--- src/rtl/alu_issue_pkg.sv ---
// Operation encoding shared by the ALU issue logic and the ALU itself.
package alu_issue_pkg;

  typedef enum logic [2:0] {
    ALU_OP_NONE = 3'd0,
    ALU_OP_ADD  = 3'd1,
    ALU_OP_SUB  = 3'd2,
    ALU_OP_AND  = 3'd3,
    ALU_OP_OR   = 3'd4,
    ALU_OP_XOR  = 3'd5
  } alu_operation_e;

endpackage

--- src/rtl/alu_issue.sv ---
// ALU execute/busy initiator: queues requests, issues them one at a time to the ALU,
// waits for busy to drop (with a watchdog) and returns results on a backpressured port.
module alu_issue
  import alu_issue_pkg::*;
#(
  parameter int DEPTH   = 2,
  parameter int TAG_W   = 4,
  parameter int TIMEOUT = 16
) (
  input  logic               clk,
  input  logic               ce,
  input  logic               reset,
  input  logic               flush,
  input  logic               req_valid,
  output logic               req_ready,
  input  alu_operation_e     req_op,
  input  logic [15:0]        req_ta,
  input  logic [15:0]        req_tb,
  input  logic [TAG_W-1:0]   req_tag,
  output alu_operation_e     alu_operation,
  output logic [15:0]        alu_ta,
  output logic [15:0]        alu_tb,
  output logic               alu_execute,
  input  logic               alu_busy,
  input  logic [15:0]        alu_result,
  output logic               wb_valid,
  input  logic               wb_ready,
  output logic [15:0]        wb_data,
  output logic [TAG_W-1:0]   wb_tag,
  output logic               wb_error
);

  localparam int AW = (DEPTH > 1) ? $clog2(DEPTH) : 1;
  localparam int CW = AW + 1;
  localparam int WW = (TIMEOUT > 1) ? $clog2(TIMEOUT) : 1;
  localparam logic [WW-1:0] WD_LAST  = WW'(TIMEOUT - 1);
  localparam logic [CW-1:0] FULL_CNT = CW'(DEPTH);

  typedef enum logic [1:0] {
    IDLE  = 2'd0,
    ISSUE = 2'd1,
    WAIT  = 2'd2,
    DONE  = 2'd3
  } state_e;

  alu_operation_e   q_op_r  [DEPTH];
  logic [15:0]      q_ta_r  [DEPTH];
  logic [15:0]      q_tb_r  [DEPTH];
  logic [TAG_W-1:0] q_tag_r [DEPTH];

  logic [AW-1:0]    wr_ptr_r;
  logic [AW-1:0]    rd_ptr_r;
  logic [CW-1:0]    count_r;
  logic [CW-1:0]    count_next_s;
  state_e           state_r;
  logic [WW-1:0]    wdog_r;
  logic [TAG_W-1:0] cur_tag_r;

  logic             push_s;
  logic             pop_s;
  logic             empty_s;
  logic             launch_s;

  // Handshake qualifiers and post-update FIFO occupancy.
  always_comb begin
    empty_s  = (count_r == {CW{1'b0}});
    push_s   = ce & req_valid & req_ready & ~flush;
    launch_s = (state_r == IDLE) | ((state_r == DONE) & wb_ready);
    pop_s    = ce & ~flush & ~empty_s & launch_s;
    if (ce & flush) begin
      count_next_s = {CW{1'b0}};
    end else begin
      count_next_s = count_r + {{(CW-1){1'b0}}, push_s} - {{(CW-1){1'b0}}, pop_s};
    end
  end

  // Request storage; contents are only meaningful below count_r so no reset is needed.
  always_ff @(posedge clk) begin
    if (push_s) begin
      q_op_r[wr_ptr_r]  <= req_op;
      q_ta_r[wr_ptr_r]  <= req_ta;
      q_tb_r[wr_ptr_r]  <= req_tb;
      q_tag_r[wr_ptr_r] <= req_tag;
    end
  end

  // FIFO pointers, occupancy and the registered ready flag.
  always_ff @(posedge clk or posedge reset) begin
    if (reset) begin
      wr_ptr_r  <= {AW{1'b0}};
      rd_ptr_r  <= {AW{1'b0}};
      count_r   <= {CW{1'b0}};
      req_ready <= 1'b1;
    end else if (ce) begin
      if (flush) begin
        wr_ptr_r <= {AW{1'b0}};
        rd_ptr_r <= {AW{1'b0}};
      end else begin
        if (push_s) wr_ptr_r <= wr_ptr_r + AW'(1);
        if (pop_s)  rd_ptr_r <= rd_ptr_r + AW'(1);
      end
      count_r   <= count_next_s;
      req_ready <= (count_next_s != FULL_CNT);
    end
  end

  // Issue/wait/writeback sequencer with all ALU and writeback outputs registered.
  always_ff @(posedge clk or posedge reset) begin
    if (reset) begin
      state_r       <= IDLE;
      alu_execute   <= 1'b0;
      alu_operation <= ALU_OP_NONE;
      alu_ta        <= 16'h0000;
      alu_tb        <= 16'h0000;
      cur_tag_r     <= {TAG_W{1'b0}};
      wdog_r        <= {WW{1'b0}};
      wb_valid      <= 1'b0;
      wb_data       <= 16'h0000;
      wb_tag        <= {TAG_W{1'b0}};
      wb_error      <= 1'b0;
    end else if (ce) begin
      if (flush) begin
        // An op already handed to the ALU finishes there, but its result is dropped.
        state_r     <= IDLE;
        alu_execute <= 1'b0;
        wb_valid    <= 1'b0;
      end else begin
        case (state_r)
          IDLE: begin
            if (pop_s) begin
              alu_operation <= q_op_r[rd_ptr_r];
              alu_ta        <= q_ta_r[rd_ptr_r];
              alu_tb        <= q_tb_r[rd_ptr_r];
              cur_tag_r     <= q_tag_r[rd_ptr_r];
              alu_execute   <= 1'b1;
              state_r       <= ISSUE;
            end
          end
          ISSUE: begin
            alu_execute <= 1'b0;
            wdog_r      <= {WW{1'b0}};
            state_r     <= WAIT;
          end
          WAIT: begin
            if (!alu_busy) begin
              wb_data  <= alu_result;
              wb_tag   <= cur_tag_r;
              wb_error <= 1'b0;
              wb_valid <= 1'b1;
              state_r  <= DONE;
            end else if (wdog_r == WD_LAST) begin
              wb_data  <= 16'h0000;
              wb_tag   <= cur_tag_r;
              wb_error <= 1'b1;
              wb_valid <= 1'b1;
              state_r  <= DONE;
            end else begin
              wdog_r <= wdog_r + WW'(1);
            end
          end
          DONE: begin
            if (wb_ready) begin
              wb_valid <= 1'b0;
              // Back-to-back issue straight from DONE avoids an idle bubble.
              if (pop_s) begin
                alu_operation <= q_op_r[rd_ptr_r];
                alu_ta        <= q_ta_r[rd_ptr_r];
                alu_tb        <= q_tb_r[rd_ptr_r];
                cur_tag_r     <= q_tag_r[rd_ptr_r];
                alu_execute   <= 1'b1;
                state_r       <= ISSUE;
              end else begin
                state_r <= IDLE;
              end
            end
          end
          default: begin
            alu_execute <= 1'b0;
            state_r     <= IDLE;
          end
        endcase
      end
    end
  end

endmodule

--- config.mk ---
export PLATFORM = sky130hd
export DESIGN_NAME = alu_issue
export DESIGN_NICKNAME = d
export VERILOG_FILES = /design/src/rtl/alu_issue_pkg.sv /design/src/rtl/alu_issue.sv
export SDC_FILE = /design/constraint.sdc
export NUM_CORES = 1
export LEC_CHECK = 0
export CAP_MARGIN = 20
export CORE_MARGIN = 4
export CORE_UTILIZATION = 45
export DETAILED_ROUTE_END_ITERATION = 16
export GPL_TIMING_DRIVEN = 0
export PLACE_DENSITY_LB_ADDON = 0.1
export REMOVE_ABC_BUFFERS = 1
export SETUP_SLACK_MARGIN = 0.4
export SYNTH_ARGS = -nofsm -noshare
export SYNTH_HDL_FRONTEND = slang
export SYNTH_SLANG_ARGS = --single-unit
--- constraint.sdc ---
create_clock -name clk -period 4.12 [get_ports clk]
set_input_delay 1.236 -clock clk [delete_from_list [all_inputs] [get_ports clk]]
set_output_delay 1.236 -clock clk [all_outputs]
set_load 0.005 [all_outputs]
Word level (Yosys, flattened, before mapping) --
Memories as Yosys holds them, arrays and structs flattened. Cells that the tools add are included. Widths: inputs -> output; s select.
Word-level totals: bits in registers 73, memory bits (writable) 78, input bits 62, output and inout bits 59, logic and storage cells 106, memories 4
Memory list:
- q_ta_r | words 2, bits a word 16, rd ports 1, clocked after memory_dff 0, write ports 1, RTL line alu_issue.sv:47 | logic [15:0] q_ta_r [DEPTH];
- q_tb_r | words 2, bits a word 16, rd ports 1, clocked after memory_dff 0, write ports 1, RTL line alu_issue.sv:48 | logic [15:0] q_tb_r [DEPTH];
- q_tag_r | words 2, bits a word 4, rd ports 1, clocked after memory_dff 0, write ports 1, RTL line alu_issue.sv:49 | logic [TAG_W-1:0] q_tag_r [DEPTH];
- q_op_r | words 2, bits a word 3, rd ports 1, clocked after memory_dff 0, write ports 1, RTL line alu_issue.sv:46 | alu_operation_e q_op_r [DEPTH];
Operators by class: add/sub/neg operators 5, eq/ne operators 12, mux-type cells 43, bitwise operators 11, reductions and logical operators 16
Operators with widths (number):
- $mux 16 | 6
- $pmux 16 s2 | 2
- $mux 4 | 6
- $pmux 4 s2 | 2
- $reduce_and 4->1 | 4
- $mux 1 | 15
- $mux 2 | 6
- $and 1x1->1 | 8
- $ne 2x2->1 const B | 4
- $pmux 2 s4 | 1
- $reduce_bool 2->1 | 4
- $mux 3 | 2
- $ne 3x3->1 const B | 2
- $pmux 3 s2 | 1
- $reduce_and 5->1 | 1
- $add 4x1->4 const B | 1
- $eq 2x2->1 const B | 2
- $eq 4x4->1 const B | 1
- $logic_not 2->1 | 2
- $ne 4x4->1 const B | 1
- $reduce_and 2->1 | 2
- $reduce_bool 4->1 | 1
- $pmux 1 s3 | 1
- $reduce_and 3->1 | 1
- other kinds (9) | 11

Longest topological paths before layout --
Gate-level depths: netlist of the first run.
word-level depth 8, mapped depth 9, mapped depth without buffers 9

Worst setup path after synthesis of the first run --
No wires, ideal clock.
path kind in2reg, start input port flush, end memory q_op_r[0][0] (netlist name) (enable), library setup time 0.484 ns, arrival time 4.308 ns, required time 3.636 ns, path slack -0.672 ns, cell stages on the path 4, buffers on the path 2, path through buf_6 > nand2b_4 > buf_6 > nor3_1
On the way: cells in the longest elaborated chain, start to end 4
Ends and longest elaborated chain:
- start: declaration | RTL line alu_issue.sv:13 | input logic flush,
- $not 1->1 (no source line)
- $and 1x1->1 | RTL line alu_issue.sv:67 | push_s = ce & req_valid & req_ready & ~flush;
- $mux 1 | RTL line alu_issue.sv:79 | if (push_s) begin
- $mux 1 (implied by the code) | RTL line alu_issue.sv:80 | q_op_r[wr_ptr_r] <= req_op;
- end: declaration | RTL line alu_issue.sv:46
No other way between the ends.

Worst setup path in the final report of the first run --
start input port ce, end register count_r[1]
On the way: cells in the longest elaborated chain, start to end 6, elaborated cells on any way between the ends 10, classes of those cells 2 x add/sub; 1 x mux; 7 x bitwise
Ends and longest elaborated chain:
- start: declaration | RTL line alu_issue.sv:11 | input logic ce,
- $and 1x1->1 (3 in a row) | RTL line alu_issue.sv:67
- $add 2x1->2 | RTL line alu_issue.sv:73 | count_next_s = count_r + {{(CW-1){1'b0}}, push_s} - {{(CW-1){1'b0}}, pop_s};
- $sub 2x1->2 | RTL line alu_issue.sv:73
- $mux 2 | RTL line alu_issue.sv:70 | if (ce & flush) begin
- end signal: assignment | RTL line alu_issue.sv:92 | count_r <= {CW{1'b0}};
- end signal: assignment | RTL line alu_issue.sv:102 | count_r <= count_next_s;
- end: declaration | RTL line alu_issue.sv:53 | logic [CW-1:0] count_r;
Parallel ways exist; a longest one is shown, timed or not. A chain may end at the register's enable or synchronous reset.

==> results of run 1 <==
## state kept, by name, indices dropped and copies added, names as in the netlist, 2 cells and up
name           cells
alu_operation      3
alu_ta            16
alu_tb            16
count_r            2
cur_tag_r          4
q_op_r             6
q_ta_r            32
q_tag_r            8
q_tb_r            32
state_r            2
wb_data           16
wb_tag             4
wdog_r             4
## worst min-delay path, delay by kind of cell, from the launching register on
family | cells | cell delay, ns
and+or+nand+nor | 1 | 0.04
DFF | 1 | 0.34
AOI/OAI and AO/OA | 1 | 0.06
## cell usage after synthesis, types with 3 or more instances
| cell | number | area [um2] |
|---|---|---|
| sky130_fd_sc_hd__buf_6 | 4 | 45.0 |
| sky130_fd_sc_hd__dfrtp_1 | 72 | 1800 |
| sky130_fd_sc_hd__mux2i_1 | 40 | 400 |
| sky130_fd_sc_hd__edfxtp_1 | 78 | 2340 |
| sky130_fd_sc_hd__a21oi_1 | 5 | 25.0 |
| sky130_fd_sc_hd__buf_2 | 6 | 30.0 |
| sky130_fd_sc_hd__clkbuf_1 | 11 | 41.3 |
| sky130_fd_sc_hd__ha_1 | 6 | 75.1 |
| sky130_fd_sc_hd__nor3_1 | 3 | 15.0 |
| sky130_fd_sc_hd__o21ai_1 | 3 | 15.0 |
| sky130_fd_sc_hd__nand3_1 | 3 | 15.0 |
| sky130_fd_sc_hd__nand2_1 | 49 | 184 |
| sky130_fd_sc_hd__and3_1 | 3 | 18.8 |
| sky130_fd_sc_hd__mux2_2 | 5 | 56.3 |
| sky130_fd_sc_hd__o21ai_0 | 44 | 220 |
| sky130_fd_sc_hd__inv_1 | 10 | 37.5 |
| sky130_fd_sc_hd__a22o_1 | 19 | 166 |
## cells by family (layout without fill, tap and decap cells)
logic type,after synthesis,count (layout),share of synthesized area [%]
muxes,45,45,7.84
adders and majority gates,6,6,1.29
xor gates and xnor gates,3,3,0.687
DFF,151,151,71.6
and+or+nand+nor,76,76,6.61
AOI/OAI and AO/OA,85,85,9.30
buffers and inverters,32,173,2.71
## cell usage in the layout, fill, tap and decap left out, types with 5 or more instances in the layout
master / count
sky130_fd_sc_hd__ha_1: 6
sky130_fd_sc_hd__a22o_1: 19
sky130_fd_sc_hd__buf_6: 8
sky130_fd_sc_hd__clkbuf_16: 17
sky130_fd_sc_hd__o21ai_0: 44
sky130_fd_sc_hd__dfrtp_1: 71
sky130_fd_sc_hd__mux2i_1: 40
sky130_fd_sc_hd__nand2_1: 49
sky130_fd_sc_hd__mux2_2: 5
sky130_fd_sc_hd__clkdlybuf4s50_1: 120
sky130_fd_sc_hd__inv_1: 9
sky130_fd_sc_hd__a21oi_1: 5
sky130_fd_sc_hd__edfxtp_1: 78
## area by class of cell
type,count,share of cell area (%)
well taps,172,2.75
inverters,10,0.511
clock inverters,10,1.04
flip-flops and latches,151,53.3
repair buffers,131,17.4
multi-input cells,215,19.3
clock buffers,22,5.80
## metal layers
metal	share of wire, %	track usage, %
met1	44	20.5
met2	48	25.3
met3	7.1	6.41
met4	1.3	5.74
met5	0	0
## metrics by stage
stage	TNS [ns]	utilization, %
floorplan	-38.84	-
global placement	-312.38	56.2
detailed placement	0	57.6
CTS	0	61.8
global route	0	61.8
finish	0	61.8
## worst max-delay path by stage
| stage | slack [ns] | cells after the start | end | startpoint |
|---|---|---|---|---|
| global route | 0.41 | 8 | count_r[1]$_DFFE_PP0P_ | ce |
| global placement | -3.38 | 3 | q_ta_r[0][12]$_DFFE_PP_ | ce |
| detailed placement | 0.13 | 8 | count_r[1]$_DFFE_PP0P_ | ce |
| floorplan | -0.50 | 2 | q_op_r[0][0]$_DFFE_PP_ | flush |
| CTS | 0.57 | 8 | count_r[1]$_DFFE_PP0P_ | ce |
| finish | 0.53 | 8 | count_r[1]$_DFFE_PP0P_ | ce |
## power breakdown
| part | internal (mW) | switching (mW) | total (mW) |
|---|---|---|---|
| Sequential | 1.89 | 0.186 | 2.08 |
| Combinational | 0.689 | 0.470 | 1.16 |
| Clock | 0.837 | 0.562 | 1.40 |
| Total | 3.42 | 1.22 | 4.64 |
==> impl_results.md, run 1 <==
* Grt ovf at 0
* TritonCTS clock tree: done
* Final layout net count at 594
* Cell leakage power at 3.04 nW
* Time the worst path needs with I/O delays and setup at 3.59 ns
* Cell area after placement at 7300 um2
* Critical Path End Type: register
* Startpoint of the tightest hold check path: cur_tag_r[3]$_DFFE_PP0P_
* Remaining antenna violation count at 0
* Detailed Routing Iterations Pass 1 at 4
* Pwr Total at 4.64 mW
* Type of the worst setup path: in2reg
* Crit path largest cell delay at 0.85 ns
* DRT Wirelength at 11.4 mm
* Floorplan die width at 122 um
* Clk_lat worst skew at 0.41 ns
* Area of the die at 14,800 um2
* Count of flip-flops with a built-in enable after synthesis at 78
* Post-Syn Area at 5830 um2
* Mean area per synthesized cell at 14.6 um2
* CP max-delay cell: sky130_fd_sc_hd__clkdlybuf4s50_1
* Number of diodes added for antenna fixing at 0
* End of the worst register-to-register path: count_r[1]$_DFFE_PP0P_
* Cell Pwr Density at 592 nW/um2
* Final Setup Violations at 0
* Hold violation count in the final report at 0
* DRC errors left at 0
* Cell breakdown of the critical path: clkdlybuf4s50_1 > nand2b_4 > or3_2 > xnor2_1 > ha_1 > or2_2 > o2111ai_1 > o221ai_1
* Fraction of synthesis flops using an asynchronous set or reset pin at 48.3%
* Worst slack on hold paths at 0.472 ns
* Cells on Worst Hold Path at 2
* Worst-case vdd ir drop at 0.297 mV
* Layout overhead on the synthesized area at 34.4%
* Pre-CTS worst setup slack at 0.130 ns
* Number of placement rows at 41
* Worst hold-check path type: reg2reg
* Total area of multi-input combinational cells at 1510 um2
* Worst Setup Start Kind: input port
* Fraction of final layout cells sized beyond drive strength 1 at 10.6%
* Depth of the CTS H-tree at 4
* Number of placed cells counting well taps at 679
* Post-route non-filler standard cell count at 711
* Flop2flop setup slack at 1.54 ns
* Final Instance Area at 7830 um2
* Worst Hold Endpoint: cur_tag_r[3]$_DFFE_PP0P_
* Reg area at 4170 um2
* Detailed-placement wirelength estimate at 7.78 mm
* Rel. slew slack at 43.1%
* Final worst slack at 0.525 ns
* Worst-case clock buffer depth at 2
* PostCTS Resize Cnt at 0
* Placeable core region at 12,700 um2
* Buf+Inv Stages, Crit Path at 1
* Setup Fix Bufs, Post-CTS at 0
* Clock Sink Count at 151
* Data required time of the critical path at 4.39 ns
* Initial antenna violation count at 0
* Post-detailed-route via-to-cell ratio at 5.05
* I/O pin count at 121
* Post-DR wirelength/cell at 16.1 um
* Post-route clock period utilization at 87.3%
* Yosys reg bits at 151
* Largest net degree at the start of global routing at 43
* Global-route wire length before repair at 18.3 mm
* Outcome: finished clean
* Number of CTS-inserted buffers at 17
* Count of mapped cells out of synthesis at 398
* Most instantiated flip-flop cell in the synthesis netlist: sky130_fd_sc_hd__edfxtp_1
* Top fanout value on the critical path at 16
* I/O Buffers at 120
* Final number of max-transition violations at 0
* Number of design-rule violations left by the first detailed-router iteration at 271
* Endpoint arrival time on the critical path at 3.86 ns
* Routed via count at 3,589
* Launching point of the worst reg2reg path: state_r[0]$_DFFE_PP0P_
* Count of hold-fix buffers inserted at cts at 0
* Cell chosen for the clock root: sky130_fd_sc_hd__clkbuf_16
* Maximum frequency from static timing analysis at 278 MHz
* Max Cap Violations at 0
* Count of different cell masters after synthesis at 49
* Warnings from Yosys at 0
* Floorplan die height at 122 um
* Share of the yosys chip area belonging to registers at 71.6%
* Layout Skew at 0.00704 ns
* Unrepaired setup endpoints after global routing: no
* Initial Util at 46.0%
* GPL Wtd Cong at 0.785
* Slew at the pin closest to its max-slew limit at 0.851 ns
* Number of global-route vias before repair at 3,619
* Clock edge transition at the registers on the reported setup and hold paths at 0.06 ns
* Global Route Usage Sum at 16.2%
* Family with the most delay on the worst path: simple AND/OR/NAND/NOR gates
* Worst reg-to-reg path cell count at 9
* Fill cell instance count of the final layout at 997
(Power assumes the default switching activity.)
==> run 2, diff against run 1 <==
Settings changed: CELL_PAD_IN_SITES_DETAIL_PLACEMENT from default to 0, CELL_PAD_IN_SITES_GLOBAL_PLACEMENT from default to 2, CORE_UTILIZATION 45 to 43, DONT_BUFFER_PORTS from default to 1.
==> run 2 against run 1 <==
  * Sequential power is 3% higher
  * Global-route usage is 0.74 points lower
  * First-iteration DRC count is 44% lower
  * Combinational power is 45% lower
  * Via count is 13% lower
  * Core utilization is 11 points lower
  * Clock power is 8% higher
  * Non-clock buffer count is 120 lower
  * Power is 7.6% lower
  * Design area is 14% lower
  * Maximum frequency is 33% higher
  * Sequential cell count stayed put
==> impl_results.md, run 2 (synthesis gave the netlist of run 1 again) <==
* Cell Pwr Density at 640 nW/um2 (+8.0%)
* Number of design-rule violations left by the first detailed-router iteration at 153 (-44%)
* I/O pin count at 121 (unchanged)
* Post-DR wirelength/cell at 18.8 um (+17%)
* Biggest registers after layout: q_ta_r (32), q_tb_r (32)
* Comb pwr share at 14.8% (-10 points)
* Cell chosen for the clock root: sky130_fd_sc_hd__clkbuf_16
* Reg area at 4170 um2 (unchanged)
* Worst slack on hold paths at 0.479 ns (+0.00698 ns)
* Clock Sink Count at 151 (unchanged)
* Number of CTS-inserted buffers at 17 (unchanged)
* Fraction of final layout cells sized beyond drive strength 1 at 13.8% (+3.3 points)
* Initial antenna violation count at 0 (unchanged)
* Worst-case clock buffer depth at 2 (unchanged)
* Area of the die at 15,500 um2 (+4.3%)
* Maximum frequency from static timing analysis at 371 MHz (+33%)
* Worst hold-check path type: reg2reg
* Post-route non-filler standard cell count at 595 (-16%)
* Most frequent cells in the layout: sky130_fd_sc_hd__edfxtp_1 (78), sky130_fd_sc_hd__dfrtp_1 (71), sky130_fd_sc_hd__nand2_1 (49)
* Total Neg Setup Slack at 0 ns (unchanged)
* Commonest non-fill, non-tap cell in the layout: sky130_fd_sc_hd__edfxtp_1
* Routed via count at 3,122 (-13%)
* Global-route wire length before repair at 18.4 mm (+0.31%)
* Depth of the CTS H-tree at 4 (unchanged)
* Worst reg-to-reg path cell count at 9 (unchanged)
* Floorplan die height at 124 um (+2.1%)
* Top fanout value on the critical path at 9 (-7)
* Data required time of the critical path at 4.39 ns (about the same)
* Final Setup Violations at 0 (unchanged)
* Startpoint of the tightest hold check path: cur_tag_r[0]$_DFFE_PP0P_
* Post-detailed-route via-to-cell ratio at 5.25 (+3.9%)
* Endpoint arrival time on the critical path at 2.97 ns (-0.89 ns)
* DRT Wirelength at 11.2 mm (-2.1%)
* Clock edge transition at the registers on the reported setup and hold paths at 0.06 ns (about the same)
* Outcome: finished clean
* Fill cell instance count of the final layout at 1,127 (+13%)
* Post-route clock period utilization at 65.5% (-22 points)
* Count of hold-fix buffers inserted at cts at 0 (unchanged)
* Setup Fix Bufs, Post-CTS at 0 (unchanged)
* Remaining antenna violation count at 0 (unchanged)
* Timing startpoint of the critical path: flush
* I/O Buffers at 0 (-100%)
* Layout Skew at 0.00773 ns (+0.000689 ns)
* Launching point of the worst reg2reg path: state_r[0]$_DFFE_PP0P_
* GPL Wtd Cong at 0.774 (-1.5%)
* Time the worst path needs with I/O delays and setup at 2.70 ns (-0.897 ns)
* Number of diodes added for antenna fixing at 0 (unchanged)
* Number of global-route vias before repair at 3,275 (-9.5%)
* Number of placed cells counting well taps at 563 (-17%)
* Clk_lat worst skew at 0.41 ns (about the same)
* Max Cap Violations at 0 (unchanged)
* Rel. slew slack at 41.6% (-1.5 points)
* Type of the worst setup path: in2reg
* Final core utilization at 50.6% (-11 points)
* Flop2flop setup slack at 1.59 ns (+0.05 ns)
* Global Route Usage Sum at 15.4% (-0.74 points)
* TritonCTS clock tree: done
* Detailed-placement wirelength estimate at 7.43 mm (-4.5%)
* Sequential fraction of design power at 50.0% (+5.2 points)
* Total area of multi-input combinational cells at 1510 um2 (unchanged)
* Largest net degree at the start of global routing at 54 (+26%)
* Net switching component of the power at 1.16 mW (-4.9%)
* DRC errors left at 0 (unchanged)
* Worst Hold Endpoint: cur_tag_r[0]$_DFFE_PP0P_
* PostCTS Resize Cnt at 0 (unchanged)
* Floorplan die width at 124 um (+2.1%)
* Initial Util at 44.0% (-2.0 points)
* Slew at the pin closest to its max-slew limit at 0.873 ns (+0.0218 ns)
* Final layout net count at 474 (-20%)
* Layout overhead on the synthesized area at 15.0%
* Detailed Routing Iterations Pass 1 at 4 (unchanged)
* End of the worst register-to-register path: count_r[1]$_DFFE_PP0P_
* Hold violation count in the final report at 0 (unchanged)
* Critical Path End Type: register
* Internal power consumption at 3.13 mW (-8.5%)
* Sw Share at 27.0% (+0.76 points)
* Cells on Worst Hold Path at 2 (unchanged)
* Placeable core region at 13,200 um2 (+4.5%)
* Unrepaired setup endpoints after global routing: no
* Grt ovf at 0 (unchanged)
* Worst Setup Start Kind: input port
* Cell leakage power at 2.62 nW (-14%)
* Final number of max-transition violations at 0 (unchanged)
* Clk pwr share at 35.2% (+5.0 points)
* Number of placement rows at 42 (+2.4%)
* Worst-case vdd ir drop at 0.255 mV (-14%)
==> run 2: per-stage QoR <==
step | power, mW | worst slack [ns] | cell area [um2]
2_1_floorplan | 2.60 | -0.498 | 5710
5_1_grt | 4.54 | 1.36 | 6700
3_3_place_gp | 2.80 | -2.75 | 5930
6_report | 4.29 | 1.42 | 6700
3_5_place_dp | 2.83 | 1.03 | 6110
4_1_cts | 4.36 | 1.46 | 6700
==> run 2: worst max-delay path: stages <==
cell                        delay [ns]
sky130_fd_sc_hd__nand2b_4         0.18
sky130_fd_sc_hd__or3_2            0.52
sky130_fd_sc_hd__xnor2_1          0.15
sky130_fd_sc_hd__ha_1             0.24
sky130_fd_sc_hd__or2_2            0.31
sky130_fd_sc_hd__o2111ai_1        0.19
sky130_fd_sc_hd__o221ai_1         0.14
==> run 2: how the worst max path moves through the flow <==
stage	to	slack (ns)
floorplan	q_op_r[0][0]$_DFFE_PP_	-0.50
global placement	q_tb_r[1][5]$_DFFE_PP_	-2.75
detailed placement	count_r[1]$_DFFE_PP0P_	1.03
CTS	count_r[1]$_DFFE_PP0P_	1.46
global route	count_r[1]$_DFFE_PP0P_	1.36
finish	count_r[1]$_DFFE_PP0P_	1.42
==> run 2: per-layer routing <==
| layer | wire (um) | up-vias | GRT usage [%] |
|---|---|---|---|
| li1 | - | 1487 | - |
| met1 | 4480 | 1529 | 17.9 |
| met2 | 5480 | 97 | 24.2 |
| met3 | 1100 | 9 | 8.19 |
| met4 | 131 | 0 | 5.80 |
| met5 | 0 | - | 0 |
==> run 2: power by group through the flow <==
stage / sequential (mW) / combinational, mW / clock (mW)
finish: 2.15 / 0.633 / 1.51
global route: 2.19 / 0.731 / 1.62
CTS: 2.16 / 0.651 / 1.55
detailed placement: 2.19 / 0.646 / 0
global placement: 2.23 / 0.565 / 0
floorplan: 2.13 / 0.473 / 0
==> run 2: cell type report <==
type,count,share of cell area (%)
multi-input combinational,215,22.5
clock buffer,26,7.79
inverter,10,0.598
tap,176,3.29
timing repair buffer,11,2.58
sequential,151,62.3
clock inverter,6,0.952
==> run 3, diff against run 2 <==
Clock period 4.12 ns to 2.55 ns, I/O delays scaled along.
==> run 3 against run 2 <==
  * Core utilization is 1.3 points higher
  * Power is 65% higher
  * Clock power is 61% higher
  * Sequential power is 62% higher
  * Register-to-register slack worse by 1.2 ns
  * Clock-buffer cell count stayed put
  * Highest routed layer unchanged
==> impl_results.md, run 3 (synthesis gave the netlist of run 1 again) <==
* Top fanout value on the critical path at 5 (-4)
* Outcome: finished clean
* CP max-delay cell: sky130_fd_sc_hd__dfrtp_1
* Grt ovf at 0 (unchanged)
* Clock Sink Count at 151 (unchanged)
* Data required time of the critical path at 2.83 ns (-1.56 ns)
* Clock edge transition at the registers on the reported setup and hold paths at 0.06 ns (about the same)
* Routed via count at 3,151 (+0.93%)
* Maximum frequency from static timing analysis at 453 MHz
* Cell chosen for the clock root: sky130_fd_sc_hd__clkbuf_16
* Floorplan die height at 124 um (unchanged)
* Worst-case vdd ir drop at 0.413 mV (+62%)
* Floorplan die width at 124 um (unchanged)
* Most frequent cells in the layout: sky130_fd_sc_hd__edfxtp_1 (78), sky130_fd_sc_hd__dfrtp_1 (69), sky130_fd_sc_hd__nand2_1 (49)
* Flop2flop setup slack at 0.34 ns (-1.25 ns)
* Largest net degree at the start of global routing at 54 (unchanged)
* Cell leakage power at 2.67 nW (+1.6%)
* Post-detailed-route via-to-cell ratio at 5.23 (-0.24%)
* Number of diodes added for antenna fixing at 0 (unchanged)
* Cell Pwr Density at 1030 nW/um2 (+61%)
* Rel. slew slack at 57.9% (+16 points)
* Final Instance Area at 6870 um2 (+2.5%)
* Fill cell instance count of the final layout at 1,110 (-1.5%)
* Placeable core region at 13,200 um2 (unchanged)
* TritonCTS clock tree: done
* GPL Wtd Cong at 0.774 (unchanged)
* Slew at the pin closest to its max-slew limit at 0.631 ns (-0.242 ns)
* Worst Setup Start Kind: register
* Global Route Usage Sum at 15.7% (+0.26 points)
* Fraction of final layout cells sized beyond drive strength 1 at 18.8% (+4.9 points)
* Area of the die at 15,500 um2 (unchanged)
* Number of global-route vias before repair at 3,343 (+2.1%)
* Final layout net count at 481 (+1.5%)
* Depth of the CTS H-tree at 4 (unchanged)
* Critical Path End Type: register
* Layout overhead on the synthesized area at 17.8%
* Layout Skew at 0.00753 ns (-0.000204 ns)
* Worst reg-to-reg path cell count at 10 (+1)
* Family with the most delay on the worst path: simple AND/OR/NAND/NOR gates
* I/O pin count at 121 (unchanged)
* End of the worst register-to-register path: count_r[1]$_DFFE_PP0P_
* Time the worst path needs with I/O delays and setup at 2.21 ns
* DRT Wirelength at 11.4 mm (+1.6%)
* Crit path largest cell delay at 0.44 ns (-0.08 ns)
* Remaining antenna violation count at 0 (unchanged)
* Post-route clock period utilization at 86.5%
* Hold violation count in the final report at 0 (unchanged)
* Worst-case clock buffer depth at 2 (unchanged)
* Clk_lat worst skew at 0.41 ns (about the same)
* Cell breakdown of the critical path: inv_2 > ha_4 > a21oi_4 > or3_4 > xnor2_2 > ha_2 > buf_6 > and3_4 > mux2i_2 > o221ai_2
* Endpoint arrival time on the critical path at 2.49 ns (-0.48 ns)
* Pwr Total at 7.06 mW (+65%)
* Cell area after placement at 6110 um2 (unchanged)
* Initial antenna violation count at 0 (unchanged)
* Final number of max-transition violations at 0 (unchanged)
* Detailed Routing Iterations Pass 1 at 4 (unchanged)
* Number of placement rows at 42 (unchanged)
* Total Neg Setup Slack at 0 ns (unchanged)
* Global-route wire length before repair at 18.7 mm (+1.8%)
* Final core utilization at 51.9% (+1.3 points)
* DRC errors left at 0 (unchanged)
* Unrepaired setup endpoints after global routing: yes
* Initial Util at 44.0% (unchanged)
* I/O Buffers at 0 (unchanged)
* Detailed-placement wirelength estimate at 7.43 mm (unchanged)
* Buf+Inv Stages, Crit Path at 2 (+2)
* Worst hold-check path type: in2async
* Commonest non-fill, non-tap cell in the layout: sky130_fd_sc_hd__edfxtp_1
* Launching point of the worst reg2reg path: state_r[1]$_DFFE_PP0P_
* Number of CTS-inserted buffers at 17 (unchanged)
* Type of the worst setup path: reg2reg
* Number of design-rule violations left by the first detailed-router iteration at 158 (+3.3%)
* Max Cap Violations at 0 (unchanged)
* Post-DR wirelength/cell at 18.9 um (+0.39%)
* Biggest registers after layout: q_ta_r (32), q_tb_r (32)
* Final Setup Violations at 0 (unchanged)
[run 3: changes by cell type in the layout (fill, tap and decap cells not counted), moves of 2 or more]
cell / previous run / this run
sky130_fd_sc_hd__inv_1: 9 / 7
sky130_fd_sc_hd__buf_4: 0 / 6
sky130_fd_sc_hd__dfrtp_2: 1 / 3
sky130_fd_sc_hd__dfrtp_1: 71 / 69
sky130_fd_sc_hd__ha_1: 6 / 3
sky130_fd_sc_hd__inv_2: 0 / 2
sky130_fd_sc_hd__ha_4: 0 / 2
[run 3: how the worst max path moves through the flow]
stage | from | endpoint | cells after the start
CTS | state_r[0]$_DFFE_PP0P_ | count_r[1]$_DFFE_PP0P_ | 9
global route | state_r[0]$_DFFE_PP0P_ | state_r[1]$_DFFE_PP0P_ | 7
floorplan | flush | q_op_r[0][0]$_DFFE_PP_ | 2
finish | state_r[1]$_DFFE_PP0P_ | count_r[1]$_DFFE_PP0P_ | 10
global placement | flush | q_tb_r[1][5]$_DFFE_PP_ | 2
detailed placement | flush | count_r[1]$_DFFE_PP0P_ | 7
[run 3: cell type report]
class | count | area [um2] | share of cell area [%]
flip-flops and latches | 151 | 4170 | 60.8
well taps | 176 | 220 | 3.21
inverters | 10 | 40.0 | 0.583
repair buffers | 18 | 229 | 3.33
clock buffers | 26 | 522 | 7.60
clock inverters | 6 | 63.8 | 0.929
multi-input cells | 215 | 1620 | 23.6
[run 3: routing by layer]
metal	part of all wire (%)	vias to the layer above	GRT usage, %
met5	0	-	0
met4	1.2	0	5.87
met3	9.8	9	8.19
met2	50	101	24.9
met1	39	1544	18.1
li1	-	1497	-
[run 3: power breakdown]
| group | switching, mW | total, mW | internal (mW) |
|---|---|---|---|
| clock | 0.921 | 2.43 | 1.51 |
| sequential | 0.418 | 3.48 | 3.07 |
| combinational | 0.585 | 1.15 | 0.562 |
| total | 1.92 | 7.06 | 5.14 |
[run 3: repair_timing]
action / 4_1_cts / 5_1_grt
resized for setup: 11 / 13
hold endpoints to repair: 0 / 0
buffers inserted: 5 / 2
setup endpoints to repair: 23 / 41
pin swaps: 3 / 7
hold buffers: 0 / 0
[run 3: stage by stage]
step	setup slack [ns]	std cells	hold slack (ns)
floorplan	-1.60	376	0.446
global placement	-3.84	552	0.458
detailed placement	-0.0726	563	0.473
CTS	0.341	600	0.190
global route	0.280	602	0.203
finish	0.344	602	0.199
